--- src/rtl/uart_arb_pkg.sv ---
// Shared state encoding and default limits for the UART transmit arbiter.
package uart_arb_pkg;

    typedef enum logic [1:0] {
        IDLE  = 2'd0,
        START = 2'd1,
        WAIT  = 2'd2,
        DONE  = 2'd3
    } arb_state_e;

    localparam int UART_ARB_TIMEOUT   = 16384;
    localparam int UART_ARB_MAX_BURST = 4;

endpackage

--- src/rtl/rr_pick.sv ---
// Combinational round-robin search: first set request at or above ptr, with wrap-around.
module rr_pick #(
    parameter int N  = 4,
    parameter int IW = $clog2(N)
) (
    input  logic [N-1:0]  req,
    input  logic [IW-1:0] ptr,
    output logic          valid,
    output logic [IW-1:0] idx
);

    always_comb begin
        logic [IW-1:0] k;
        valid = |req;
        idx   = '0;
        k     = '0;
        // Scan farthest offset first so the request nearest to ptr is the last to win.
        for (int off = N - 1; off >= 0; off--) begin
            k = IW'((int'(ptr) + off) % N);
            if (req[k]) begin
                idx = k;
            end
        end
    end

endmodule

--- src/rtl/uart_tx_arbiter.sv ---
// Round-robin arbiter sharing one UART transmit path, with bounded bursts and a tx_done watchdog.
module uart_tx_arbiter
    import uart_arb_pkg::*;
#(
    parameter int N_REQ     = 4,
    parameter int MAX_BURST = UART_ARB_MAX_BURST,
    parameter int TIMEOUT   = UART_ARB_TIMEOUT
) (
    input  logic                   clk_i,
    input  logic                   rst_ni,
    input  logic [N_REQ-1:0]       req_i,
    input  logic [N_REQ-1:0]       lock_i,
    input  logic [8*N_REQ-1:0]     data_i,
    output logic [N_REQ-1:0]       gnt_o,
    output logic [N_REQ-1:0]       done_o,
    output logic [N_REQ-1:0]       err_o,
    output logic                   tx_start_o,
    output logic [7:0]             tx_data_o,
    input  logic                   tx_done_i,
    output logic                   busy_o,
    output logic [$clog2(N_REQ)-1:0] owner_o
);

    localparam int OW = $clog2(N_REQ);
    localparam int WW = $clog2(TIMEOUT);
    localparam int BW = $clog2(MAX_BURST) + 1;

    localparam logic [WW-1:0] WDOG_LAST  = WW'(TIMEOUT - 1);
    localparam logic [BW-1:0] BURST_LAST = BW'(MAX_BURST - 1);
    localparam logic [OW-1:0] OWNER_LAST = OW'(N_REQ - 1);

    arb_state_e    state;
    logic [OW-1:0] ptr;
    logic [OW-1:0] owner;
    logic [BW-1:0] burst_cnt;
    logic [WW-1:0] wdog;
    logic          ok;

    logic          pick_valid;
    logic [OW-1:0] pick_idx;
    logic [7:0]    pick_byte;
    logic [7:0]    owner_byte;
    logic          burst_more;

    rr_pick #(
        .N  (N_REQ),
        .IW (OW)
    ) u_pick (
        .req   (req_i),
        .ptr   (ptr),
        .valid (pick_valid),
        .idx   (pick_idx)
    );

    assign pick_byte  = data_i[{pick_idx, 3'b000} +: 8];
    assign owner_byte = data_i[{owner, 3'b000} +: 8];

    // A timed-out byte (ok=0) always ends the burst, as does reaching MAX_BURST bytes.
    assign burst_more = ok && lock_i[owner] && req_i[owner] && (burst_cnt < BURST_LAST);

    always_ff @(posedge clk_i or negedge rst_ni) begin
        if (!rst_ni) begin
            state     <= IDLE;
            ptr       <= '0;
            owner     <= '0;
            burst_cnt <= '0;
            wdog      <= '0;
            ok        <= 1'b0;
            tx_data_o <= 8'h00;
        end else begin
            case (state)
                IDLE: begin
                    if (pick_valid) begin
                        owner     <= pick_idx;
                        tx_data_o <= pick_byte;
                        burst_cnt <= '0;
                        state     <= START;
                    end
                end
                START: begin
                    wdog  <= '0;
                    state <= WAIT;
                end
                WAIT: begin
                    if (wdog != WDOG_LAST) begin
                        wdog <= wdog + 1'b1;
                    end
                    // tx_done_i takes priority over a watchdog expiring in the same cycle.
                    if (tx_done_i) begin
                        ok    <= 1'b1;
                        state <= DONE;
                    end else if (wdog == WDOG_LAST) begin
                        ok    <= 1'b0;
                        state <= DONE;
                    end
                end
                DONE: begin
                    if (burst_more) begin
                        burst_cnt <= burst_cnt + 1'b1;
                        tx_data_o <= owner_byte;
                        state     <= START;
                    end else begin
                        ptr   <= (owner == OWNER_LAST) ? '0 : owner + 1'b1;
                        state <= IDLE;
                    end
                end
                default: state <= IDLE;
            endcase
        end
    end

    always_comb begin
        gnt_o  = '0;
        done_o = '0;
        err_o  = '0;
        if (state == START) begin
            gnt_o[owner] = 1'b1;
        end
        if (state == DONE) begin
            done_o[owner] = ok;
            err_o[owner]  = ~ok;
        end
    end

    assign tx_start_o = (state == START);
    assign busy_o     = (state != IDLE);
    assign owner_o    = owner;

endmodule

--- config.mk ---
export PLATFORM = sky130hd
export DESIGN_NAME = uart_tx_arbiter
export DESIGN_NICKNAME = d
export VERILOG_FILES = /design/src/rtl/uart_arb_pkg.sv /design/src/rtl/rr_pick.sv /design/src/rtl/uart_tx_arbiter.sv
export SDC_FILE = /design/constraint.sdc
export NUM_CORES = 1
export LEC_CHECK = 0
export ABC_CLOCK_PERIOD_IN_PS = 3100
export CORE_UTILIZATION = 37
export CTS_CLUSTER_DIAMETER = 80
export DETAILED_ROUTE_END_ITERATION = 8
export DONT_BUFFER_PORTS = 1
export PLACE_DENSITY = 0.49
export SYNTH_ARGS = -nofsm -noshare
export SYNTH_HDL_FRONTEND = slang
export SYNTH_HIERARCHICAL = 1
export SYNTH_SLANG_ARGS = --single-unit
--- constraint.sdc ---
create_clock -name clk_i -period 3.1 [get_ports clk_i]
set_input_delay 0.155 -clock clk_i [delete_from_list [all_inputs] [get_ports clk_i]]
set_output_delay 0.155 -clock clk_i [all_outputs]
set_load 0.02 [all_outputs]
==> out/qor.csv <==
stage,metric,value,unit
cts,clock_sinks,32,
sta,clock_skew,2.21,ps
detailed_routing,dr.max_layer_used,met4,
global_route,grt_first_pass_wirelength,7.80,mm
finish,area_delta_synth_final,10.7,%
cts,cts_buffers,5,
global_route,grt.total_usage,16.5,%
setup_path,worstSetupPathType,register to register,
synthesis,synth_area,2100,µm²
finish,final_cell_area,2320,µm²
cts,cts_buffer_depth,2,
synthesis,synthCells,198,
floorplan,num_io_pins,67,
pwr,cellLeakagePower,1.00,nW
pwr,power_density,905,nW/µm²
setup_path,worstPathArrival,2660,ps
floorplan,core-area,5470,µm²
floorplan,start_util,38.3,%
pwr,irDropWorstVdd,0.400,mV
synthesis,yosys_register_bits,32,
global_route,grt_pass1_vias,1678,
setup_path,worstPathRequired,3260,ps
synthesis,synth_edf_count,0,
sta,fin_ws,595,ps
place,dp_hpwl,3.47,mm
setup_path,cp_num_buf_inv,1,
setup_path,cp_cell_sequence,"inv_2, mux4_2, or4b_4, a21oi_4, mux2_2",
global_route,grt_antenna_before_repair,0,
setup_path,max_stage_delay,540,ps
global_route,grt_max_degree,33,
setup_path,crit_fanout,8,
cts,cts_root_buf,clkbuf_8,
pwr,pwr-share-clk,15.5,%
flow_run,cap_violations,0,
setup_path,crit_family,multiplexers,
place,routabilityCongestion,0.824,
detailed_routing,route.met2.wl,2.05,mm
cts,cts_htree_levels,2,
sta,worst_slew_pin_slew,780,ps
floorplan,die-area,5980,µm²
floorplan,die_w,77.3,µm
setup_path,worstSetupEndpointType,register,
pwr,pwr-share-comb,48.2,%
setup_path,r2r_slack,600,ps
sta,achievable-frequency,399,MHz
detailed_routing,vias_per_cell,5.59,
floorplan,die_y,77.3,µm
detailed_routing,first_iter_violations,66,
place,numPortBuffers,0,
place,place_ws,588,ps
finish,multiInputGateArea,1250,µm²
detailed_routing,vias,1576,
finish,nets,263,
sta,finalSetupViolations,0,
sta,finalMaxSlewViolations,0,
synthesis,synth.area.top_cells,"dfrtp_1 38%, mux4_1 7.5%, mux2_2 7.5%",
finish,insertedDiodeCount,0,
floorplan,num_rows,27,
detailed_routing,drc,0,
cts,cts_tree,yes,
cts,clkTransAtPathRegs,60,ps
global_route,overflow,0,
synthesis,syn_area_per_cell,10.6,µm²
sta,rsz0062_at_grt,false,
setup_path,startpoint_type,register,
sta,min_period_over_period,80.8,%
synthesis,yosys.area.top_type,dfrtp_1,
detailed_routing,first_pass_iters,4,
sta,hold_violations,0,
sta,period_minus_slack,2500,ps
synthesis,ys_seq_area_share,38.2,%
cts,cts_resized,0,
pwr,p_switching,884,µW
detailed_routing,met3_length,368,µm
sta,finalSetupTns,0,ps
pwr,share_seq_of_total_power,36.3,%
synthesis,ys_types,41,
finish,seq_area,801,µm²
detailed_routing,ant_nets,0,
synthesis,synth_top_area_share,38.2,%
synthesis,synthArstFlopShare,100,%
finish,final_core_util,42.5,%
pwr,intPower,1.22,mW
sta,max-slew-margin-rel,47.3,%
cts,insertion_delay,270,ps
worst_hold_path,hp-class,input pin to register,
pwr,netSwitchingFraction,42.0,%
finish,drive_above_1_share,15.2,%
synthesis,yosysWarnings,6,
detailed_routing,met1_length,2.02,mm
detailed_routing,wl_per_cell,15.9,µm
status,status,"finished, final reports clean",
place,placedInstanceArea,2190,µm²
finish,fill_cells,547,
synthesis,syn_nets,252,
detailed_routing,wl,4.48,mm
synthesis,synth_ff_type,dfrtp_1,
setup_path,slowest_stage,or4b_4,
kinds of logic after synthesis:
kind of cell	synth area share, %
buffers and inverters	2.27
AOI/OAI and AO/OA	7.93
muxes	22.2
xor gates and xnor gates	1.25
adders and majority gates	6.56
and+or+nand+nor	21.6
DFF	38.2
per-layer routing:
layer,GRT usage (%),vias to the layer above
met3,5.71,2
met5,0,-
met2,26.9,57
met4,3.96,0
li1,-,753
met1,20.9,764
cells in the mapped netlist, drive strengths merged (2+ instances only):
master,number
ha,11
nand2,23
o31ai,2
nand2b,3
and3,5
a21oi,6
nand4,4
dfrtp,32
o21ai,4
xnor2,3
mux4,9
nor3,5
and2,8
o211ai,2
mux2i,8
inv,8
or3,2
nand3,12
mux2,14
clkbuf,2
nor4,3
a211oi,4
nor2b,3
nor2,14
registers in the layout (all words and copies together), names as in the netlist:
name and cells:
ptr 2, state 2, burst_cnt 3, owner_o 2
wdog 14, tx_data_o 8, ok 1
stage by stage:
| stage | instances | power (mW) | hold slack, ps |
|---|---|---|---|
| 5_1_grt | 282 | 2.28 | 232 |
| 3_3_place_gp | 271 | 1.75 | -140 |
| 4_1_cts | 282 | 2.14 | 223 |
| 3_5_place_dp | 271 | 1.78 | -140 |
| 2_1_floorplan | 198 | 1.56 | -141 |
| 6_report | 282 | 2.10 | 228 |
cell type report:
cell class | count | share of cell area [%]
clock buffer | 8 | 3.88
inverter | 8 | 1.29
multi-input combinational | 156 | 53.8
sequential | 32 | 34.5
tap | 72 | 3.88
timing repair buffer | 6 | 2.69
power groups by stage:
stage	Sequential (mW)	Combinational, mW	Clock, mW
finish	0.763	1.01	0.325
CTS	0.764	1.03	0.338
global route	0.786	1.14	0.359
detailed placement	0.771	1.01	0
global placement	0.762	0.985	0
floorplan	0.729	0.832	0
timing repair:
item	4_1_cts	5_1_grt
hold buffers	3	0
buffers inserted	0	0
endpoints found under the setup margin	0	0
endpoints found under the hold margin	33	0
final timing paths:
| path | startpoint | end | cells after the start |
|---|---|---|---|
| min reg2reg | wdog[13] | wdog[13] | 1 |
| max reg2reg | owner_o[1] | tx_data_o[7] | 5 |
| max | owner_o[1] | tx_data_o[7] | 5 |
| max in group asynchronous | rst_ni | tx_data_o[5] | 2 |
| min | tx_done_i | state[1] | 2 |
| min in group asynchronous | rst_ni | state[1] | 2 |
cell usage in the layout, fill, tap and decap left out, types with 2 or more instances in the layout:
| cell | count |
|---|---|
| a211oi_1 | 3 |
| a21oi_1 | 5 |
| and2_1 | 8 |
| and3_1 | 5 |
| buf_4 | 3 |
| clkbuf_1 | 2 |
| clkbuf_8 | 6 |
| dfrtp_1 | 32 |
| dlygate4sd3_1 | 2 |
| ha_1 | 11 |
| inv_1 | 7 |
| mux2_2 | 14 |
| mux2i_1 | 7 |
| mux4_1 | 6 |
| mux4_2 | 3 |
| nand2_1 | 23 |
| nand2b_1 | 3 |
| nand3_1 | 12 |
| nand4_1 | 4 |
| nor2_1 | 14 |
| nor2b_1 | 3 |
| nor3_1 | 5 |
| nor4_1 | 3 |
| o211ai_1 | 2 |
| o21ai_0 | 4 |
| o31ai_1 | 2 |
| or3_1 | 2 |
| xnor2_1 | 3 |
Power figures use the tool's default switching activity.
